$ cat src/rtl/ps2_pkg.sv
// Shared types and constants for the PS/2 frame receiver.
package ps2_pkg;

  // Receiver FSM states
  typedef enum logic [1:0] {
    StIdle,
    StData,
    StParity,
    StStop
  } ps2_state_e;

  // Scan-code prefixes
  localparam logic [7:0] PS2_BREAK = 8'hF0;
  localparam logic [7:0] PS2_EXT   = 8'hE0;

  // 1 when data byte plus parity bit carry an odd number of ones
  function automatic logic odd_parity_ok(input logic [7:0] b, input logic p);
    return ^{b, p};
  endfunction

endpackage

$ cat src/rtl/ps2_line_filter.sv
// Synchroniser chain followed by a hysteresis filter: the output follows the pad only after
// FILT_LEN consecutive synchronised samples disagree with the current filtered value.
module ps2_line_filter #(
  parameter int unsigned SYNC_STAGES = 2,
  parameter int unsigned FILT_LEN    = 8
) (
  input  logic CLK,
  input  logic RST,
  input  logic pad,
  output logic filt
);

  localparam int unsigned CntW = $clog2(FILT_LEN + 1);

  logic [SYNC_STAGES-1:0] sync_q;
  logic                   synced;
  logic [CntW-1:0]        cnt_q, cnt_d;
  logic                   filt_q, filt_d;

  assign synced = sync_q[SYNC_STAGES-1];
  assign filt   = filt_q;

  // Synchroniser chain; idle-high lines reset to 1
  always_ff @(posedge CLK or posedge RST) begin
    if (RST) sync_q <= '1;
    else     sync_q <= {sync_q[SYNC_STAGES-2:0], pad};
  end

  // Count consecutive disagreeing samples; flip once the run reaches FILT_LEN
  always_comb begin
    cnt_d  = '0;
    filt_d = filt_q;
    if (synced != filt_q) begin
      if (cnt_q == CntW'(FILT_LEN - 1)) filt_d = synced;
      else                              cnt_d  = cnt_q + 1'b1;
    end
  end

  // Filter state register
  always_ff @(posedge CLK or posedge RST) begin
    if (RST) begin
      cnt_q  <= '0;
      filt_q <= 1'b1;
    end else begin
      cnt_q  <= cnt_d;
      filt_q <= filt_d;
    end
  end

endmodule

$ cat src/rtl/ps2_rx_frame.sv
// PS/2 device-to-host frame receiver (start, 8 data LSB first, odd parity, stop).
// Bits are taken on filtered falling edges of ps2c; parity, stop bit and an inter-bit
// timeout are checked per frame and reported with single-cycle strobes.
// Build option: define PS2_BREAK_DECODE_EN to fold F0/E0 prefixes into brk/ext qualifiers.
module ps2_rx_frame
  import ps2_pkg::*;
#(
  parameter int unsigned SYNC_STAGES = 2,
  parameter int unsigned FILT_LEN    = 8,
  parameter int unsigned TIMEOUT_CYC = 50000
) (
  input  logic       CLK,
  input  logic       RST,
  input  logic       ps2c,
  input  logic       ps2d,
  input  logic       rx_en,
  output logic [7:0] data,
  output logic       data_valid,
  output logic       parity_err,
  output logic       frame_err,
  output logic       busy,
  output logic       brk,
  output logic       ext
);

  localparam int unsigned TmoW = $clog2(TIMEOUT_CYC + 1);

  logic c_filt, d_filt, c_prev_q, fall;

  ps2_state_e      state_q, state_d;
  logic [2:0]      bitcnt_q, bitcnt_d;
  logic [7:0]      shift_q, shift_d;
  logic            par_q, par_d;
  logic [TmoW-1:0] tmo_q, tmo_d;
  logic [7:0]      data_q, data_d;
  logic            dv_q, dv_d, pe_q, pe_d, fe_q, fe_d, brk_q, brk_d, ext_q, ext_d;
  logic            frame_ok;
`ifdef PS2_BREAK_DECODE_EN
  logic            pbrk_q, pbrk_d, pext_q, pext_d;
`endif

  ps2_line_filter #(
    .SYNC_STAGES(SYNC_STAGES),
    .FILT_LEN   (FILT_LEN)
  ) u_filt_c (
    .CLK (CLK),
    .RST (RST),
    .pad (ps2c),
    .filt(c_filt)
  );

  ps2_line_filter #(
    .SYNC_STAGES(SYNC_STAGES),
    .FILT_LEN   (FILT_LEN)
  ) u_filt_d (
    .CLK (CLK),
    .RST (RST),
    .pad (ps2d),
    .filt(d_filt)
  );

  assign fall       = c_prev_q & ~c_filt;
  assign data       = data_q;
  assign data_valid = dv_q;
  assign parity_err = pe_q;
  assign frame_err  = fe_q;
  assign busy       = (state_q != StIdle);
  assign brk        = brk_q;
  assign ext        = ext_q;

  // Frame FSM, timeout and output next-state
  always_comb begin
    state_d  = state_q;
    bitcnt_d = bitcnt_q;
    shift_d  = shift_q;
    par_d    = par_q;
    tmo_d    = tmo_q;
    data_d   = data_q;
    dv_d     = 1'b0;
    pe_d     = 1'b0;
    fe_d     = 1'b0;
    brk_d    = 1'b0;
    ext_d    = 1'b0;
    frame_ok = 1'b0;
`ifdef PS2_BREAK_DECODE_EN
    pbrk_d   = pbrk_q;
    pext_d   = pext_q;
`endif

    if (!rx_en) begin
      state_d  = StIdle;
      bitcnt_d = '0;
      tmo_d    = '0;
    end else begin
      if (state_q == StIdle || fall) tmo_d = '0;
      else                           tmo_d = tmo_q + 1'b1;

      if (fall) begin
        unique case (state_q)
          StIdle: begin
            // A high data line at a clock fall is noise, not a start bit
            if (!d_filt) begin
              state_d  = StData;
              bitcnt_d = '0;
            end
          end
          StData: begin
            shift_d[bitcnt_q] = d_filt;
            if (bitcnt_q == 3'd7) state_d  = StParity;
            else                  bitcnt_d = bitcnt_q + 1'b1;
          end
          StParity: begin
            par_d   = d_filt;
            state_d = StStop;
          end
          StStop: begin
            state_d = StIdle;
            if (!d_filt)                             fe_d     = 1'b1;
            else if (!odd_parity_ok(shift_q, par_q)) pe_d     = 1'b1;
            else                                     frame_ok = 1'b1;
          end
          default: state_d = StIdle;
        endcase
      end else if (state_q != StIdle && tmo_q == TmoW'(TIMEOUT_CYC - 1)) begin
        // Fall wins over timeout because this branch is only taken without a fall
        state_d = StIdle;
        fe_d    = 1'b1;
      end
    end

`ifdef PS2_BREAK_DECODE_EN
    if (pe_d || fe_d) begin
      pbrk_d = 1'b0;
      pext_d = 1'b0;
    end
    if (frame_ok) begin
      if (shift_q == PS2_BREAK)    pbrk_d = 1'b1;
      else if (shift_q == PS2_EXT) pext_d = 1'b1;
      else begin
        data_d = shift_q;
        dv_d   = 1'b1;
        brk_d  = pbrk_q;
        ext_d  = pext_q;
        pbrk_d = 1'b0;
        pext_d = 1'b0;
      end
    end
`else
    if (frame_ok) begin
      data_d = shift_q;
      dv_d   = 1'b1;
    end
`endif
  end

  // State and output registers
  always_ff @(posedge CLK or posedge RST) begin
    if (RST) begin
      c_prev_q <= 1'b1;
      state_q  <= StIdle;
      bitcnt_q <= '0;
      shift_q  <= '0;
      par_q    <= 1'b0;
      tmo_q    <= '0;
      data_q   <= 8'h00;
      dv_q     <= 1'b0;
      pe_q     <= 1'b0;
      fe_q     <= 1'b0;
      brk_q    <= 1'b0;
      ext_q    <= 1'b0;
    end else begin
      c_prev_q <= c_filt;
      state_q  <= state_d;
      bitcnt_q <= bitcnt_d;
      shift_q  <= shift_d;
      par_q    <= par_d;
      tmo_q    <= tmo_d;
      data_q   <= data_d;
      dv_q     <= dv_d;
      pe_q     <= pe_d;
      fe_q     <= fe_d;
      brk_q    <= brk_d;
      ext_q    <= ext_d;
    end
  end

`ifdef PS2_BREAK_DECODE_EN
  // Pending prefix qualifiers
  always_ff @(posedge CLK or posedge RST) begin
    if (RST) begin
      pbrk_q <= 1'b0;
      pext_q <= 1'b0;
    end else begin
      pbrk_q <= pbrk_d;
      pext_q <= pext_d;
    end
  end
`endif

endmodule

$ cat config.mk
export PLATFORM = sky130hd
export DESIGN_NAME = ps2_rx_frame
export DESIGN_NICKNAME = d
export VERILOG_FILES = /design/src/rtl/ps2_pkg.sv /design/src/rtl/ps2_line_filter.sv /design/src/rtl/ps2_rx_frame.sv
export SDC_FILE = /design/constraint.sdc
export NUM_CORES = 1
export LEC_CHECK = 0
export ABC_AREA = 1
export ABC_CLOCK_PERIOD_IN_PS = 1460
export BUFFER_PORTS_ARGS = -buffer_cell sky130_fd_sc_hd__buf_2
export CORE_MARGIN = 2
export CORE_UTILIZATION = 55
export CTS_BUF_LIST = sky130_fd_sc_hd__clkbuf_2 sky130_fd_sc_hd__clkbuf_4 sky130_fd_sc_hd__clkbuf_8
export DETAILED_ROUTE_END_ITERATION = 7
export HOLD_SLACK_MARGIN = 0.03
export PLACE_DENSITY = 0.76
export SYNTH_ARGS = -nofsm -noshare
export SYNTH_HDL_FRONTEND = slang
export SYNTH_SLANG_ARGS = --single-unit
$ cat constraint.sdc
create_clock -name CLK -period 1.46 [get_ports CLK]
set_input_delay 0.146 -clock CLK [delete_from_list [all_inputs] [get_ports CLK]]
set_output_delay 0.146 -clock CLK [all_outputs]
set_load 0.01 [all_outputs]
; ---- After elaboration in Yosys (flattened, before gate mapping)
; Index checks and enable logic that the tools add are counted.
[classes]
mux = 36
order_cmp = 2
addsub = 4
bitwise_logic = 2
n_reduce_logical = 12
n_eq_ne = 16
[op_table]
columns = operator, count
row1 = two-way mux 16 bit, 2
row2 = two-way mux 1 bit, 17
row3 = adder 16 x 1 -> 16 bit (second input constant), 1
row4 = == test 16 bit (second input constant), 1
row5 = two-way mux 4 bit, 4
row6 = two-way mux 3 bit, 4
row7 = two-way mux 2 bit, 5
row8 = AND reduction 3 bit, 3
row9 = parity 9 bit, 1
row10 = adder 4 x 1 -> 4 bit (second input constant), 2
row11 = bitwise mux 8 bit, 1
row12 = == test 4 x 3 -> 1 bit (second input constant), 2
row13 = inequality test 4 bit (second input constant), 2
row14 = case mux 2 bit (4 select lines), 1
row15 = inequality test 3 x 1 -> 1 bit (second input constant), 2
row16 = inequality test 3 bit (second input constant), 2
row17 = case mux 3 bit (2 select lines), 1
row18 = == test 2 bit (second input constant), 2
row19 = < comparator 3 x 4 -> 1 bit (second input constant), 1
row20 = AND reduction 2 bit, 2
row21 = AND reduction 4 bit, 1
row22 = adder 3 x 1 -> 3 bit (second input constant), 1
row23 = demux 1 bit (select 3 bit), 1
row24 = == test 3 bit (second input constant), 1
row25 = other kinds (10), 12
[word_totals]
out_inout_bits = 14
reg_bits = 56
input_bits = 5
elab_cells = 88

; ---- Depth between registers and ports, before layout
; Gate-level depths: netlist (run 1).
[logic_depth]
ltp_word = 7
ltp_mapped = 10
mapped_depth_nobuf = 10

; ---- Cells and area by module
; A second synthesis (run 1) with hierarchy kept.
[unflattened]
hier_cells = 351
area_unflattened_um2 = 2801.4
[modules_own_cells]
columns = module, cells_each, area_per_inst_um2, seq_area_each_um2, n_inst
row1 = ps2_rx_frame, 291, 2230.9, 1052.3, 1
row2 = ps2_line_filter, 30, 285.3, 178.9, 2

; ---- Worst setup path after synthesis (run 1)
; No wires, ideal clock.
[synth_timing]
path_kind = register to register
startpoint = register state_q[0]
endpoint = register state_q[0]
slack_ns = -0.019
arrival_time_ns = 1.356
required_time_ns = 1.337
setup_ns = 0.123
stages_incl_launch_ff = 11
synth_period_minus_slack_ns = 1.479
n_path_buf = 0
path_cell_list = dfrtp_1 -> inv_1 -> ha_1 -> inv_1 -> nand3_1 -> nor3_1 -> nand3_1 -> nand2_1 -> nand2_1 -> nand2_1 -> o21ai_1
[synth_via]
elab_chain_cells = 4
elab_cells_between_ends = 13
cone_classes = eq/ne (6) / mux (3) / reduce/logical (4)
[synth_rtl]
columns = item, line
row1 = "start, declared", ps2_rx_frame.sv:30  ; ps2_state_e state_q, state_d;
row2 = "start signal, assigned", ps2_rx_frame.sv:160  ; state_q <= StIdle;
row3 = "start signal, assigned", ps2_rx_frame.sv:173  ; state_q <= state_d;
row4 = nonzero test 2 bit, n/a
row5 = net busy, ps2_rx_frame.sv:21  ; output logic busy,
row6 = logical AND 1 bit, ps2_rx_frame.sv:124  ; end else if (state_q != StIdle && tmo_q == TmoW'(TIMEOUT_CYC - 1)) begin
row7 = inequality test 3 x 1 -> 1 bit (no source line), n/a
row8 = AND reduction 3 bit (no source line), n/a
; The timed path passes the listed nets, and every way through them passes these cells.
; A chain may end at the register's enable or synchronous reset.

; ---- Worst setup path after layout (run 1)
[layout_timing]
startpoint = register shift_q[0]
endpoint = register data_q[5], in the netlist data[5]
[layout_via]
elab_chain_cells = 6
[layout_rtl]
columns = item, line
row1 = "start, declared", ps2_rx_frame.sv:32  ; logic [7:0] shift_q, shift_d;
row2 = "start signal, assigned", ps2_rx_frame.sv:175  ; shift_q <= shift_d;
row3 = parity 9 bit, ps2_pkg.sv:18  ; return ^{b, p};
row4 = two-way mux 1 bit, ps2_rx_frame.sv:119  ; else if (!odd_parity_ok(shift_q, par_q)) pe_d = 1'b1;
row5 = two-way mux 1 bit, ps2_rx_frame.sv:118  ; if (!d_filt) fe_d = 1'b1;
row6 = two-way mux 1 bit, ps2_rx_frame.sv:99  ; unique case (state_q)
row7 = two-way mux 1 bit, ps2_rx_frame.sv:98  ; if (fall) begin
row8 = two-way mux 1 bit, ps2_rx_frame.sv:90  ; if (!rx_en) begin
row9 = "end signal, assigned", ps2_rx_frame.sv:178  ; data_q <= data_d;
row10 = "end, declared", ps2_rx_frame.sv:35  ; logic [7:0] data_q, data_d;
; No other way between the ends.

==> flow_summary.yaml, run 1 <==
status:
  outcome: "complete, but fails checks"
  violations: "negative setup slack"
critical_path:
  crit_path_end_kind: "register"
  arrival_ps: 1780
  worstPathRequired_ps: 1670
  reg2reg_depth: 10
  cp_max_fo: 5
  worstPathCellList: "nand2_1, inv_1, nor2_2, nand2_2, nand2_4, nand2_4, nand3_4, nand3_4, nand2_2, nand2_2"
  path_class: "register to register"
  cp_top_family: "simple AND/OR/NAND/NOR gates"
  cp_common_cell: "nand2_2"
  cp-start-kind: "register"
  r2r_start: "shift_q[0]$_DFFE_PP0P_"
  critical-path-slowest-cell: "dfrtp_1"
  cp_num_buf_inv: 1
  startpoint: "shift_q[0]$_DFFE_PP0P_"
  slowest_delay_ps: 440
  worst-path-stages: 10
placement:
  portBuffers: 16
  place_inst: 428
  hpwlAfterDp_mm: 3.82
  pre_cts_ws_ps: -16.4
  gp_congestion: 0.863
logic_synthesis:
  yosysWarningCount: 0
  yosysTopAreaCellShare_pct: 43.7
  syn_inst: 327
  yosysTopAreaCell: "dfrtp_1"
  ys.flop_type: "dfrtp_1"
  ys_ff_latch: 56
  yosys.cell_types.count: 33
  synth_area_um2: 2810
  yosys-top-cells-count: "nand2_1 (76), dfrtp_1 (49), inv_1 (42), nor2_1 (26), nand3_1 (24)"
  synth-seq-area-share_pct: 50.2
  synth_area_per_cell_um2: 8.59
  synth_edf_count: 0
  synth_most_common_cell: "nand2_1"
  postSynth.asyncResetShare_pct: 100
  synth_area_leaders: "dfrtp_1 (44%), nand2_1 (10%), dfstp_2 (6.6%)"
cts:
  cts.sinks: 56
  clk_latency_ps: 310
  cts_tree: "yes"
  path_clk_slew_ps: 100
  htreeDepth: 2
  cts_root_buf: "clkbuf_8"
  numCtsBuffers: 5
  clk_path_buf_depth: 2
sta:
  finalMaxSlewViolations: 0
  fmax_mhz: 640
  fin_worst_skew_ps: 7.53
  setup_viol: 18
  rsz0062_at_grt: "true"
  holdWs_ps: 267
  slew_headroom_pct: 65.3
  worstMarginPinSlew_ps: 519
  fin_crit_ps: 1560
  finalWorstSetupSlack_ps: -103
  min_period_over_period_pct: 107
  finalHoldViolCount: 0
grt:
  grt.total_usage_pct: 21.0
  grt_pass1_vias: 2163
  grt_max_degree: 41
  overflow: 0
  grt_antenna_before_repair: 0
  grt_pass1_wl_mm: 9.19
die:
  coreArea_um2: 5010
  fp.dieW_um: 75.5
  dieArea_um2: 5690
  placementRows: 26
  io_pins: 19
  fp.dieH_um: 75.5
  start_util_pct: 56.0
final_layout:
  fillers: 343
  antenna_cells: 0
  stdcell_count: 458
  area_growth_pct: 34.0
  drive_above_1_share_pct: 40.2
  nets: 401
  utilization_pct: 75.1
power:
  p_leak_nw: 1.80
  power.density_nw_per_um2: 1130
  ir_drop_v: 0.000589
routing:
  drtIter0Drc: 175
  vias: 2486
  routedWlPerCell_um: 15.7
  via_per_inst: 5.43
  wl_mm: 7.21
  drtPass1Iterations: 7
  route.antenna.remaining_nets: 0
  drc_errors: 0
job:
  max_cap_violations: 0
min_path:
  worstHoldStart: "rx_en"
  worstHoldPathType: "input port to register"
  hold_depth: 5
[cells by family (layout without fill, tap and decap cells)]
logic type                 Yosys count  count (layout)  synth area share [%]
and+or+nand+nor                    159             161                  27.9
DFF                                 56              56                  50.2
buffers and inverters               51             109                  7.22
AOI/OAI and AO/OA                   45              45                  8.69
adders and majority gates            9               9                  4.01
xor gates and xnor gates             6               6                  1.87
other                                1               2                 0.134
[state kept, by name, indices dropped and copies added, names as in the netlist, 2 cells and up]
signal	flops
shift_q	8
data	8
u_filt_d.cnt_q	4
bitcnt_q	3
u_filt_c.sync_q	2
state_q	2
u_filt_c.cnt_q	4
tmo_q	16
u_filt_d.sync_q	2
[worst register-to-register path: cells and delay by family, from the launching register on]
kind                   cells  cell delay [ps]
flip-flops                 1              440
buffers and inverters      1               70
AND/OR/NAND/NOR            9              960
[cell type report]
| cell class | instances | area, um2 | area share, % |
|---|---|---|---|
| Multi-Input combinational cell | 223 | 1540 | 40.8 |
| Inverter | 47 | 183 | 4.86 |
| Clock buffer | 6 | 76.3 | 2.03 |
| Sequential cell | 56 | 1420 | 37.6 |
| Tap cell | 70 | 87.6 | 2.33 |
| Clock inverter | 2 | 60.1 | 1.60 |
| Timing Repair Buffer | 54 | 404 | 10.7 |
[through the flow]
stage | area (um2) | total power, W | setup TNS [ps]
3_3_place_gp | 3100 | 0.00260 | 0
2_1_floorplan | 2820 | 0.00242 | 0
6_report | 3760 | 0.00425 | -1110
5_1_grt | 3760 | 0.00445 | -3620
3_5_place_dp | 3100 | 0.00265 | -32.7
4_1_cts | 3310 | 0.00390 | 0
[cell usage in the layout, fill, tap and decap left out, types with 9 or more instances in the layout]
| cell type | count |
|---|---|
| inv_1 | 35 |
| nand2_2 | 21 |
| nor2_1 | 23 |
| nand3_1 | 16 |
| buf_4 | 29 |
| dfrtp_1 | 45 |
| a21oi_1 | 13 |
| buf_2 | 16 |
| inv_2 | 10 |
| nand2_1 | 54 |
| nand2_4 | 9 |
| nand3_4 | 11 |
[final timing paths]
| kind | to | slack [ps] |
|---|---|---|
| min | parity_err$_DFF_PP0_ | 270 |
| min reg2reg | u_filt_d.sync_q[1]$_DFF_PP1_ | 360 |
| min in group asynchronous | u_filt_c.cnt_q[2]$_DFF_PP0_ | 360 |
| max in group asynchronous | u_filt_d.sync_q[1]$_DFF_PP1_ | 520 |
| max | data[5]$_DFFE_PP0P_ | -100 |
| max reg2reg | data[5]$_DFFE_PP0P_ | -100 |
[power by group]
part           switching [W]  leakage, nW  internal (W)
registers           0.000130        0.744       0.00171
clock network       0.000515       0.0688      0.000705
logic               0.000732        0.989      0.000459
[routing by layer]
layer  up-vias  part of all wire [%]  GRT usage (%)
met3        26                   3.6           3.97
li1       1174                     -              -
met2        83                    54           37.0
met5         -                     0              0
met4         0                   3.2           7.41
met1      1203                    40           25.9
[timing repair]
item	CTS	global route
pin swaps	4	22
resized for setup	9	82
setup buffers	1	16
hold buffers	3	0
hold endpoints to repair	17	0
cloned	0	2
setup endpoints to repair	13	35
No activity file was read; power rests on OpenSTA's default activity.
==> run 2: changes to the inputs <==
--- a/config.mk
+++ b/config.mk
@@ -9,11 +9,12 @@
 export ABC_CLOCK_PERIOD_IN_PS = 1460
 export BUFFER_PORTS_ARGS = -buffer_cell sky130_fd_sc_hd__buf_2
 export CORE_MARGIN = 2
-export CORE_UTILIZATION = 55
+export CORE_UTILIZATION = 50
 export CTS_BUF_LIST = sky130_fd_sc_hd__clkbuf_2 sky130_fd_sc_hd__clkbuf_4 sky130_fd_sc_hd__clkbuf_8
 export DETAILED_ROUTE_END_ITERATION = 7
 export HOLD_SLACK_MARGIN = 0.03
-export PLACE_DENSITY = 0.76
+export PLACE_DENSITY = 0.71
 export SYNTH_ARGS = -nofsm -noshare
 export SYNTH_HDL_FRONTEND = slang
+export SYNTH_HIERARCHICAL = 1
 export SYNTH_SLANG_ARGS = --single-unit
==> flow_summary.yaml, run 2 <==
logic_synthesis:
  yosysTopAreaCellShare_pct: 43.8
  synth-seq-area-share_pct: 50.3
  yosysTopAreaCell: "dfrtp_1"
  ys.flop_type: "dfrtp_1"
  syn_inst: 351
  synth_area_um2: 2800
  ys_ff_latch: 56
  synth_area_per_cell_um2: 7.98
  yosys.cell_types.count: 27
  synth_area_leaders: "dfrtp_1 (44%), nand2_1 (13%), inv_1 (7.1%)"
  yosysWarningCount: 6
  synth_edf_count: 0
  postSynth.asyncResetShare_pct: 100
  synth_most_common_cell: "nand2_1"
  yosys-top-cells-count: "nand2_1 (95), inv_1 (53), dfrtp_1 (49), nor2_1 (37), nand3_1 (24)"
sta:
  fin_setup_tns_ps: -175
  fin_crit_ps: 1490
  fin_worst_skew_ps: 11.2
  setup_viol: 8
  min_period_over_period_pct: 102
  finalHoldViolCount: 0
  finalMaxSlewViolations: 0
  rsz0062_at_grt: "true"
  fmax_mhz: 671
  finalWorstSetupSlack_ps: -31.3
critical_path:
  arrival_ps: 1700
  path_class: "register to register"
  crit_path_end_kind: "register"
  cp-start-kind: "register"
  worstPathRequired_ps: 1670
  cp_max_fo: 5
grt:
  grt_max_degree: 43
  grt_pass1_vias: 2067
  grt.total_usage_pct: 17.2
  grt_pass1_wl_mm: 8.64
  overflow: 0
  grt_antenna_before_repair: 0
job:
  max_cap_violations: 0
routing:
  drtIter0Drc: 141
  wl_met1_mm: 2.63
  vias: 2410
  wl_met3_um: 220
  drc_errors: 0
  routedWlPerCell_um: 12.0
  drtPass1Iterations: 5
  met2WireLength_mm: 2.90
  top_layer: "met4"
  route.antenna.remaining_nets: 0
  via_per_inst: 4.98
  wl_mm: 5.80
power:
  p_int_w: 0.00227
  power.density_nw_per_um2: 900
  power.total_w: 0.00325
  ir_drop_v: 0.000769
  swShare_pct: 30.2
  pwr-share-comb_pct: 19.2
  switching_power_w: 0.000981
  seqPwrFrac_pct: 54.6
  p_leak_nw: 1.76
  p_clk_share_pct: 26.1
final_layout:
  final_common_cell: "nand2_1"
  nets: 425
  drive_above_1_share_pct: 33.3
  largest_register_ffs: 16
  area_growth_pct: 29.0
  fin_area_um2: 3610
  layout_common_cells: "nand2_1 (75), inv_1 (44), dfrtp_1 (43)"
  antenna_cells: 0
  top_register: "tmo_q"
  stdcell_count: 484
  utilization_pct: 66.0
die:
  dieArea_um2: 6220
  io_pins: 19
  fp.dieW_um: 78.9
  fp.dieH_um: 78.9
  coreArea_um2: 5470
  placementRows: 27
  start_util_pct: 51.2
min_path:
  worstHoldPathType: "input port to register"
placement:
  portBuffers: 16
  dpl-instance-area_um2: 3070
  gp_congestion: 0.872
  hpwlAfterDp_mm: 3.62
  place_inst: 451
cts:
  clk_path_buf_depth: 2
  cts_tree: "yes"
  numCtsBuffers: 5
  cts.sinks: 56
  path_clk_slew_ps: 110
  cts_root_buf: "clkbuf_8"
  htreeDepth: 2
  clk_latency_ps: 310
status:
  outcome: "complete, but fails checks"
  violations: "negative setup slack"
==> run 2: cell types whose count changed after synthesis, sizes merged, moves of 2 or more <==
| cell | before | now |
|---|---|---|
| nor3b | 2 | 0 |
| nand2 | 83 | 98 |
| a211oi | 0 | 2 |
| clkinv | 1 | 5 |
| xor2 | 2 | 0 |
| nand4 | 3 | 5 |
| inv | 46 | 54 |
| nand3 | 29 | 26 |
| a21oi | 20 | 18 |
| nor2 | 31 | 37 |
==> run 2: worst max-delay path, cell delays in order, from the launching register on <==
cell and delay [ps]:
dfstp_2 530, nand2_2 70, nor2_1 220, nand3_4 160, clkinvlp_4 210, nand2_4 90, nand2_1 60, nand2_1 50
==> run 2: cell families after synthesis <==
family / Yosys count / share of synthesized area [%]
DFF: 56 / 50.3
other: 1 / 0.134
AOI/OAI and AO/OA: 48 / 9.51
and+or+nand+nor: 173 / 26.6
xor gates and xnor gates: 3 / 0.938
buffers and inverters: 61 / 8.44
adders and majority gates: 9 / 4.02
==> run 2: power by group through the flow <==
stage	logic, W	clock network, W	registers [W]
detailed placement	0.000519	0	0.00180
finish	0.000626	0.000850	0.00178
floorplan	0.000369	0	0.00179
CTS	0.000532	0.000880	0.00177
global placement	0.000511	0	0.00180
global route	0.000722	0.000936	0.00180
==> run 2: path summary, 6_finish.rpt <==
kind / from / to / slack, ps / depth (start not counted)
worst max register to register: c_prev_q$_DFF_PP1_ / data[1]$_DFFE_PP0P_ / -30 / 7
min in group asynchronous: RST / u_filt_c/cnt_q[1]$_DFF_PP0_ / 320 / 3
worst min-delay path: rx_en / bitcnt_q[0]$_DFFE_PP0P_ / 220 / 3
worst max-delay path: c_prev_q$_DFF_PP1_ / data[1]$_DFFE_PP0P_ / -30 / 7
max in group asynchronous: RST / c_prev_q$_DFF_PP1_ / 750 / 4
worst min register to register: u_filt_d/sync_q[0]$_DFF_PP1_ / u_filt_d/sync_q[1]$_DFF_PP1_ / 360 / 0
==> run 2: stage by stage <==
| stage | setup WS [ps] | hold slack, ps |
|---|---|---|
| floorplan | 61.8 | -52.8 |
| global placement | 5.26 | 97.8 |
| detailed placement | -30.5 | 100 |
| CTS | 3.12 | 133 |
| global route | -138 | 215 |
| finish | -31.3 | 222 |
==> run 2: cell type report <==
type,count,area [um2]
clock buffer,5,68.8
clock inverter,3,23.8
fill,432,1860
inverter,59,228
multi-input combinational,237,1410
sequential,56,1420
tap,72,90.1
timing repair buffer,50,363
timing repair inverter,2,15.0
==> run 2: timing repair <==
item	in CTS	in global routing
gates cloned	0	4
setup buffers	2	16
hold endpoints to repair	57	0
setup endpoints to repair	9	36
pin swaps	3	21
resized for setup	6	77
hold buffers	3	0
==> run 2: routing by layer <==
| layer | vias up | track usage, % |
|---|---|---|
| met1 | 1126 | 22.3 |
| met3 | 4 | 3.75 |
| met2 | 45 | 28.8 |
| li1 | 1235 | - |
| met5 | - | 0 |
| met4 | 0 | 5.52 |
==> run 3: changes to the inputs <==
--- a/config.mk
+++ b/config.mk
@@ -12,8 +12,9 @@
 export CORE_UTILIZATION = 50
 export CTS_BUF_LIST = sky130_fd_sc_hd__clkbuf_2 sky130_fd_sc_hd__clkbuf_4 sky130_fd_sc_hd__clkbuf_8
 export DETAILED_ROUTE_END_ITERATION = 7
+export GPL_ROUTABILITY_DRIVEN = 1
 export HOLD_SLACK_MARGIN = 0.03
-export PLACE_DENSITY = 0.71
+export PLACE_DENSITY_LB_ADDON = 0.05
 export SYNTH_ARGS = -nofsm -noshare
 export SYNTH_HDL_FRONTEND = slang
 export SYNTH_HIERARCHICAL = 1
==> flow_summary.yaml, run 3 (synthesis results as in run 2) <==
power:
  pwr-share-comb_pct: 19.0
  swShare_pct: 28.7
  ir_drop_v: 0.000568
  power.density_nw_per_um2: 910
  p_clk_share_pct: 26.4
  p_leak_nw: 1.77
  p_int_w: 0.00234
  power.total_w: 0.00328
  seqPwrFrac_pct: 54.5
  switching_power_w: 0.000940
routing:
  drtIter0Drc: 89
  routedWlPerCell_um: 11.6
  via_per_inst: 4.90
  drc_errors: 0
  route.antenna.remaining_nets: 0
  drtPass1Iterations: 4
  wl_mm: 5.59
  vias: 2360
sta:
  rsz0062_at_grt: "true"
  fin_crit_ps: 1430
  holdWs_ps: 218
  fin_setup_tns_ps: 0
  finalHoldViolCount: 0
  setup_viol: 0
  fin_worst_skew_ps: 8.03
  min_period_over_period_pct: 98.2
  fmax_mhz: 698
  finalMaxSlewViolations: 0
placement:
  hpwlAfterDp_mm: 3.86
  dpl-instance-area_um2: 3070
  portBuffers: 16
  place_inst: 453
  gp_congestion: 0.859
grt:
  grt.total_usage_pct: 19.0
  grt_pass1_vias: 2194
  grt_antenna_before_repair: 0
  overflow: 0
  grt_max_degree: 28
  grt_pass1_wl_mm: 9.49
critical_path:
  cp-start-kind: "register"
  cp-endpoint: "data[0]$_DFFE_PP0P_"
  rrSetupSlack_ps: 30
  cp_max_fo: 6
  worstReg2RegEnd: "data[0]$_DFFE_PP0P_"
  startpoint: "par_q$_DFFE_PP0P_"
  arrival_ps: 1640
  crit_path_end_kind: "register"
  reg2reg_depth: 12
  r2r_start: "par_q$_DFFE_PP0P_"
  worstPathRequired_ps: 1670
  path_class: "register to register"
final_layout:
  final_common_cell: "nand2_1"
  fillers: 470
  antenna_cells: 0
  top_register: "tmo_q"
  stdcell_count: 482
  largest_register_ffs: 16
  fin_area_um2: 3600
  nets: 423
  layout_common_cells: "nand2_1 (71), dfrtp_1 (46), inv_1 (45)"
  drive_above_1_share_pct: 32.4
  area_growth_pct: 28.6
die:
  io_pins: 19
  fp.dieW_um: 78.9
  placementRows: 27
  start_util_pct: 51.2
  dieArea_um2: 6220
  fp.dieH_um: 78.9
  coreArea_um2: 5470
cts:
  clk_path_buf_depth: 2
  numCtsBuffers: 5
  clk_latency_ps: 300
  cts_root_buf: "clkbuf_8"
  path_clk_slew_ps: 90
  cts.sinks: 56
  htreeDepth: 2
  cts_tree: "yes"
job:
  max_cap_violations: 0
min_path:
  worstHoldPathType: "input port to register"
  hold_depth: 3
status:
  outcome: "finished, final reports clean"
[run 3: changes by cell type in the layout (fill, tap and decap cells not counted), moves of 3 or more]
cell	before	now
buf_4	28	31
clkbuf_4	0	3
clkinvlp_4	5	0
dfrtp_1	43	46
dfrtp_2	6	3
inv_2	11	8
nand2_1	75	71
nand2_2	20	24
[run 3: final cells by class]
| cell class | count | area [um2] | share of cell area, % |
|---|---|---|---|
| clock buffers | 8 | 91.3 | 2.54 |
| inverters | 59 | 229 | 6.36 |
| multi-input cells | 237 | 1440 | 39.8 |
| flip-flops and latches | 56 | 1410 | 39.2 |
| well taps | 72 | 90.1 | 2.50 |
| repair buffers | 50 | 343 | 9.52 |
[run 3: worst min-delay path by stage]
stage,from,end
global route,rx_en,bitcnt_q[2]$_DFFE_PP0P_
CTS,rx_en,frame_err$_DFF_PP0_
detailed placement,RST,u_filt_c/cnt_q[1]$_DFF_PP0_
finish,rx_en,frame_err$_DFF_PP0_
global placement,RST,u_filt_c/cnt_q[1]$_DFF_PP0_
floorplan,RST,u_filt_c/cnt_q[0]$_DFF_PP0_
[run 3: what timing repair did]
| item | CTS | global route |
|---|---|---|
| hold endpoints to repair | 57 | 0 |
| cloned | 2 | 0 |
| gates resized for setup | 9 | 75 |
| pin swaps | 2 | 30 |
| hold buffers | 3 | 0 |
| setup buffers | 1 | 15 |
| setup endpoints to repair | 12 | 39 |
[run 3: layer usage]
layer	vias to the layer above	wire [um]	GRT usage, %
met5	-	0	0
met4	0	47	4.83
met3	5	190	4.09
met2	40	2700	31.1
met1	1086	2660	26.0
li1	1229	-	-
[run 3: power by group through the flow]
stage	Sequential [W]	Combinational, W	Clock [W]
global route	0.00181	0.000734	0.000957
floorplan	0.00179	0.000369	0
CTS	0.00178	0.000540	0.000894
finish	0.00179	0.000624	0.000867
global placement	0.00181	0.000510	0
detailed placement	0.00181	0.000519	0
[run 3: through the flow]
stage               util [%]  worst slack [ps]
detailed placement      56.2             -42.8
CTS                     59.2             0.882
finish                  65.8              26.9
global route            65.8             -85.1
global placement        56.2             -19.8
floorplan                  -              61.8
[run 3: critical path, cell delays in order (launching register included)]
cell and delay [ps]:
dfrtp_1 430, inv_2 90, nand2_2 50, nand2_2 90, inv_2 40, nand2_2 60
nand2_2 60, nand2_2 90, nand3_4 110, nand2_8 130, nand2_8 80, nand2_2 70
nand2_1 40
